[config.mk]
export PLATFORM = sky130hd
export DESIGN_NAME = fetch_ctrl
export DESIGN_NICKNAME = d
export VERILOG_FILES = /design/src/rtl/fetch_pkg.sv /design/src/rtl/fetch_buf.sv /design/src/rtl/fetch_ctrl.sv
export SDC_FILE = /design/constraint.sdc
export NUM_CORES = 1
export LEC_CHECK = 0
export CAP_MARGIN = 20
export CORE_UTILIZATION = 40
export CTS_CLUSTER_SIZE = 40
export DETAILED_ROUTE_END_ITERATION = 10
export MAX_ROUTING_LAYER = met4
export PLACE_DENSITY = 0.61
export RECOVER_POWER = 100
export SLEW_MARGIN = 40
export SYNTH_ARGS = -nofsm -noshare
export SYNTH_HDL_FRONTEND = slang
export SYNTH_SLANG_ARGS = --single-unit
[constraint.sdc]
create_clock -name clk -period 4.1 [get_ports clk]
set_clock_uncertainty 0.05 [all_clocks]
set_input_delay 0.615 -clock clk [delete_from_list [all_inputs] [get_ports clk]]
set_output_delay 0.615 -clock clk [all_outputs]
set_load 0.005 [all_outputs]
[src/rtl/fetch_pkg.sv]
// Shared definitions for the instruction fetch front end.
package fetch_pkg;
    localparam int XLEN       = 32;
    localparam int ILEN_BYTES = 4;

    typedef enum logic {
        IDLE = 1'b0,
        RUN  = 1'b1
    } state_e;
endpackage

[src/rtl/fetch_buf.sv]
// Two-entry FIFO holding {pc, instr} pairs between the memory and decode.
module fetch_buf
    import fetch_pkg::*;
#(
    parameter int W = 2 * XLEN
) (
    input  logic         clk,
    input  logic         rst_n,
    input  logic         push,
    input  logic [W-1:0] push_data,
    input  logic         pop,
    input  logic         flush,
    output logic [1:0]   count,
    output logic [W-1:0] head
);
    logic [W-1:0] ent0, ent1;
    logic         do_pop, do_push;

    assign do_pop  = pop && (count != 2'd0);
    assign do_push = push && ((count != 2'd2) || do_pop);
    assign head    = ent0;

    always_ff @(posedge clk or negedge rst_n) begin
        if (!rst_n) begin
            count <= 2'd0;
            ent0  <= '0;
            ent1  <= '0;
        end else if (flush) begin
            count <= 2'd0;
        end else begin
            case ({do_push, do_pop})
                2'b10: begin
                    if (count == 2'd0) ent0 <= push_data;
                    else               ent1 <= push_data;
                    count <= count + 2'd1;
                end
                2'b01: begin
                    ent0  <= ent1;
                    count <= count - 2'd1;
                end
                2'b11: begin
                    // Simultaneous pop and push keeps the occupancy unchanged.
                    if (count == 2'd1) begin
                        ent0 <= push_data;
                    end else begin
                        ent0 <= ent1;
                        ent1 <= push_data;
                    end
                end
                default: ;
            endcase
        end
    end
endmodule

[src/rtl/fetch_ctrl.sv]
// Instruction fetch controller: PC sequencing, memory issue and output buffering.
module fetch_ctrl
    import fetch_pkg::*;
#(
    parameter int               N        = 1024,
    parameter logic [XLEN-1:0]  RESET_PC = 32'h0
) (
    input  logic            clk,
    input  logic            rst_n,
    input  logic            en,
    output logic            imem_re,
    output logic [XLEN-1:0] imem_a,
    input  logic [XLEN-1:0] imem_rd,
    input  logic            redirect_valid,
    input  logic [XLEN-1:0] redirect_pc,
    output logic            out_valid,
    input  logic            out_ready,
    output logic [XLEN-1:0] out_instr,
    output logic [XLEN-1:0] out_pc,
    output logic            err_misaligned
);
    localparam logic [XLEN-1:0] SPACE = XLEN'(ILEN_BYTES * N);

    state_e            state;
    logic [XLEN-1:0]   pc, inflight_pc;
    logic              inflight;
    logic [1:0]        buf_count;
    logic [2*XLEN-1:0] head;
    logic              xfer, issue;
    logic [2:0]        occ;

    function automatic logic [XLEN-1:0] next_pc(input logic [XLEN-1:0] p);
        return (p >= SPACE - XLEN'(ILEN_BYTES)) ? '0 : p + XLEN'(ILEN_BYTES);
    endfunction

    function automatic logic [XLEN-1:0] align_wrap(input logic [XLEN-1:0] p);
        return {p[XLEN-1:2], 2'b00} % SPACE;
    endfunction

    assign out_valid = (buf_count != 2'd0);
    assign xfer      = out_valid & out_ready;
    // Occupancy the buffer will have after this edge, counting the word in flight.
    assign occ       = {1'b0, buf_count} + {2'b00, inflight} - {2'b00, xfer};
    assign issue     = (state == RUN) && (occ < 3'd2) && !redirect_valid;
    assign imem_re   = issue;
    assign imem_a    = pc;

    always_ff @(posedge clk or negedge rst_n) begin
        if (!rst_n) begin
            state          <= IDLE;
            pc             <= RESET_PC;
            inflight       <= 1'b0;
            inflight_pc    <= '0;
            err_misaligned <= 1'b0;
        end else begin
            state <= en ? RUN : IDLE;
            if (redirect_valid) begin
                pc       <= align_wrap(redirect_pc);
                inflight <= 1'b0;
                if (redirect_pc[1:0] != 2'b00) err_misaligned <= 1'b1;
            end else begin
                inflight <= issue;
                if (issue) begin
                    pc          <= next_pc(pc);
                    inflight_pc <= pc;
                end
            end
        end
    end

    fetch_buf #(.W(2 * XLEN)) u_buf (
        .clk       (clk),
        .rst_n     (rst_n),
        .push      (inflight & ~redirect_valid),
        .push_data ({inflight_pc, imem_rd}),
        .pop       (xfer),
        .flush     (redirect_valid),
        .count     (buf_count),
        .head      (head)
    );

    assign out_pc    = head[2*XLEN-1:XLEN];
    assign out_instr = head[XLEN-1:0];
endmodule

* After elaboration in Yosys (flattened, before gate mapping)
Index checks and enable logic that the tools add are counted.
** Operators by class
- Bitwise gates (word level) :: 3
- Mux-type cells :: 13
- Equal/unequal tests :: 8
- $lt $le $gt $ge :: 2
- Reductions and logical operators :: 17
- Add/sub/neg operators :: 5
** Operators with widths (number)
- $mux W64 :: 4
- $pmux W64 S3 :: 1
- $pmux W64 S2 :: 1
- $mux W32 :: 3
- $add A32 B3 Y32 const B :: 1
- $ge A32 B12 Y1 const B :: 1
- $reduce_bool A2 Y1 :: 4
- $ne A2 B2 Y1 const B :: 3
- $reduce_bool A3 Y1 :: 2
- $eq A2 B1 Y1 const B :: 2
- $eq A2 B2 Y1 const B :: 2
- $logic_and A1 B1 Y1 :: 4
- $pmux W2 S2 :: 1
- $reduce_and A2 Y1 :: 2
- $reduce_and A4 Y1 :: 1
- $add A2 B1 Y3 :: 1
- $lt A3 B2 Y1 const B :: 1
- $reduce_and A3 Y1 :: 1
- $sub A3 B1 Y3 :: 1
- $add A2 B1 Y2 const B :: 1
- $and A1 B1 Y1 :: 2
- $logic_not A2 Y1 :: 1
- $mux W1 :: 2
- $mux W2 :: 1
- 5 further kinds :: 5
** Storage, ports and cells
- Output and inout port bits :: 99
- Logic and storage cells :: 56
- Register bits :: 197
- Input port bits :: 69

* Depth between registers and ports, before layout
- Depth in word-level cells :: 8
- Mapped depth :: 13
- Depth with buffers taken out :: 12

* Cells and area by module
A second synthesis with hierarchy kept.
** Second synthesis, totals
- Cells, all modules :: 652
- Area total of the unflattened synthesis :: 8287.9 sq um
** Modules (own cells, without submodules)
- fetch_buf :: cells an instance 436, area each 5591.6 sq um, seq. area each 3253.1 sq um, times used 1
- fetch_ctrl :: cells an instance 216, area each 2696.3 sq um, seq. area each 1576.5 sq um, times used 1

* Worst setup path before layout
OpenSTA, ideal clock, no wires.
- Kind :: register -> output
- Start :: register u_buf.count[1]
- End :: output port imem_re
- Buffers on the path :: 2
- Arrival time :: 2660 ps
- Data required time :: 3435 ps
- Cell stages (with the launch flop) :: 13
- Setup slack :: 775 ps
- Cells stage by stage :: dfrtp_1 > inv_1 > ha_1 > nand2b_1 > buf_2 > inv_1 > ha_1 > nand2b_1 > fa_1 > xnor2_2 > nand3_4 > nor2_1 > buf_4
** On the way
- Word-level cells in the longest chain between the ends :: 6
- Elaborated cells on any way between the ends :: 7
- Classes of those cells :: add/sub (2); order compare (1); bitwise (1); reduce/logical (3)
** RTL lines
- from (decl) :: RTL line fetch_buf.sv:13 : output logic [1:0] count,
- from (signal assigned) :: RTL line fetch_buf.sv:35 : count <= count + 2'd1;
- from (signal assigned) :: RTL line fetch_buf.sv:39 : count <= count - 2'd1;
- branches (longest 2 deep; another with $add A2 B1 Y3)
- $sub A3 B1 Y3 * :: RTL line fetch_ctrl.sv:43 : assign occ = {1'b0, buf_count} + {2'b00, inflight} - {2'b00, xfer};
- $lt A3 B2 Y1 * :: RTL line fetch_ctrl.sv:44 : assign issue = (state == RUN) && (occ < 3'd2) && !redirect_valid;
- $logic_and A1 B1 Y1 * (2 in series) :: RTL line fetch_ctrl.sv:44
- to (decl) :: RTL line fetch_ctrl.sv:11 : output logic imem_re,
Every way passes the cells marked *.

* Worst setup path after layout
Same ends and word-level chain as after synthesis.

==> flow_summary.yaml <==
sta:
  finalWorstSetupSlack_ps: 204
  rsz0062_at_grt: "false"
  fmax_mhz: 257
  setup_violations: 0
  drv_slew: 213
  relSlewSlack_pct: -98.0
  worstMarginPinSlew_ps: 2970
  period_minus_slack_ps: 3900
  finalHoldViolations: 0
  tns_ps: 0
  hold_ws_ps: 414
  period_share_pct: 95.0
die:
  dieArea_mm2: 0.0204
  die_w_um: 143
  start_util_pct: 40.7
  rows: 51
  io_pins: 168
  core_region_area_mm2: 0.0195
  die_h_um: 143
power_and_ir_drop:
  power_leakage_nw: 4.91
  power_density_mw_per_mm2: 697
  irDropWorstVdd_mv: 0.423
  p_total_mw: 7.10
yosys:
  netlist_instances: 632
  synthMuxAreaShare_pct: 21.1
  synth_top_family_by_area: "multiplexers"
  synth_compound_area_share_pct: 6.80
  yosys_register_bits: 189
  synth-seq-area-share_pct: 59.7
  avgSynthCellArea_um2: 12.5
  synth_area_mm2: 0.00793
  synth_edf_count: 0
  ys_warn_count: 0
  synthAdderAreaFrac_pct: 1.04
  synth_flop_cell: "dfrtp_1"
  synth.distinct_cells: 39
  synthSimpleGateAreaFrac_pct: 8.14
  async_reset_ff_share_pct: 100
  synth_xor_area_share_pct: 0.316
final_layout:
  final_cell_mix: "188 x dfrtp_1, 96 x dlygate4sd3_1, 92 x mux2_2, 72 x nor2_1, 66 x a21oi_1"
  syn_to_final_growth_pct: 28.3
  final_common_cell: "dfrtp_1"
  nNetsFinal: 845
  layout.cells.non_filler: 1048
  diodes: 0
  postLayoutCoreUtil_pct: 52.3
  finish.instance_area_mm2: 0.0102
  fill_cells: 1704
  drive_gt1_share_pct: 17.8
detailed_routing:
  wl_per_cell_um: 16.3
  drc: 0
  dr.first_iter.drc_count: 222
  routed_via_density: 4.98
  antenna_left: 0
  wirelength_um: 17000
  vias: 5219
  dr.pass1.iters: 5
clock_tree:
  clock_latency_ps: 430
  clock_path_buffers: 2
  cts_sinks: 189
  clk_pin_slew_worst_paths_ps: 70
  h-tree-depth: 4
  numCtsBuffers: 17
  cts-root-buf: "clkbuf_16"
  cts_tree: "built"
global_route:
  overflow: 0
  grt_pass1_vias: 5267
  grt_max_degree: 120
  grt_pass1_wl_um: 27800
  antenna_found_initial: 0
  grt_usage_pct: 18.2
status:
  status: "complete, but fails checks"
  violations: "capacitance limit, slew limit"
placed_design:
  gp_congestion: 0.765
  hpwl_um: 11200
  dp_cells: 1014
  preCtsSetupSlack_ps: 311
  io_buffer_count: 143
  place_area_mm2: 0.00966
critical_path:
  endpoint_kind: "output pin"
  cp_max_fo: 5
  cp_slowest_cell: "clkdlybuf4s50_1"
  cpLargestDelayFamily: "adder cells"
  path_cells: "inv_1 > ha_1 > nand2b_1 > inv_1 > ha_1 > nand2b_1 > fa_1 > xnor2_2 > nand3_4 > nor2_1 > clkdlybuf4s50_1"
  cp-start-kind: "flop"
  crit_type: "reg2out"
  required_ps: 3430
  worstPathArrival_ps: 3230
  crit_buf_inv: 3
  cp_slowest_stage_delay_ps: 520
run:
  cap_violations: 3
min_path:
  hp-class: "reg2reg"
==> final timing paths <==
check	from	end	slack, ps	cells past startpoint
max in group asynchronous	rst_n	u_buf.head[4]	710	2
setup reg to reg	u_buf.count[1]	u_buf.head[46]	320	8
hold / removal	err_misaligned	err_misaligned	410	1
min in group asynchronous	rst_n	inflight_pc[27]	1010	1
setup / recovery	u_buf.count[1]	imem_re	200	11
hold reg to reg	err_misaligned	err_misaligned	410	1
==> logic make-up after synthesis <==
group / count (synthesis)
adder cells (fa/ha/maj): 6
flip-flops: 189
AO/OA/AOI/OAI: 97
other: 1
buffers and inverters: 47
AND/OR/NAND/NOR: 134
multiplexers: 156
XOR/XNOR: 2
==> layer usage <==
metal	vias to the layer above	GRT usage [%]	share of wire [%]
li1	2497	-	-
met1	2589	22.8	46
met2	118	29.6	49
met3	15	3.92	3.9
met4	0	5.77	1.1
met5	-	-	0
==> cell type report <==
| type | instances | area (um^2) | area share [%] |
|---|---|---|---|
| sequential | 189 | 4730 | 46.5 |
| multi-input combinational | 399 | 2980 | 29.3 |
| timing repair buffer | 155 | 1500 | 14.7 |
| clock buffer | 19 | 443 | 4.35 |
| tap | 265 | 332 | 3.26 |
| clock inverter | 13 | 163 | 1.60 |
| inverter | 8 | 30.0 | 0.295 |
==> where the power goes <==
group	total, mW	internal (mW)	switching [mW]
clock network	1.69	0.981	0.711
logic	2.53	1.33	1.21
registers	2.87	2.49	0.384
total	7.10	4.79	2.30
==> worst register-to-register path: cells and delay by family (launching register included) <==
family          cells  cell delay (ps)
compound gates      2             1520
buf+inv             3              960
flops               1              460
mux                 1              290
fa+ha+maj           1              200
simple gates        1              130
==> cell usage after synthesis (all sizes together) (3+ instances only) <==
library cell / instances / share of area [%]
clkbuf: 14 / 0.66
inv: 8 / 0.38
dfrtp: 189 / 60
mux2i: 64 / 8.1
nand2b: 3 / 0.24
nand2: 14 / 0.66
and2: 12 / 0.95
a22oi: 6 / 0.57
o21ai: 11 / 0.69
nand4: 4 / 0.39
nor2b: 9 / 0.71
nand3: 7 / 0.60
nor2: 72 / 3.4
buf: 25 / 1.8
nor4: 8 / 0.82
a31oi: 5 / 0.39
a21oi: 67 / 4.3
ha: 5 / 0.79
mux2: 92 / 13
==> sequential cells by signal, summed over array words and instances (netlist names) <==
signal / cells
u_buf.ent1: 62
inflight: 1
u_buf.head: 62
state: 1
err_misaligned: 1
inflight_pc: 30
u_buf.count: 2
imem_a: 30
==> timing repair <==
action                                  4_1_cts  5_1_grt
buffers inserted                              0        2
endpoints found under the setup margin        0        1
hold buffers                                  0        0
resized for setup                             0        1
Power figures use the tool's default switching activity.
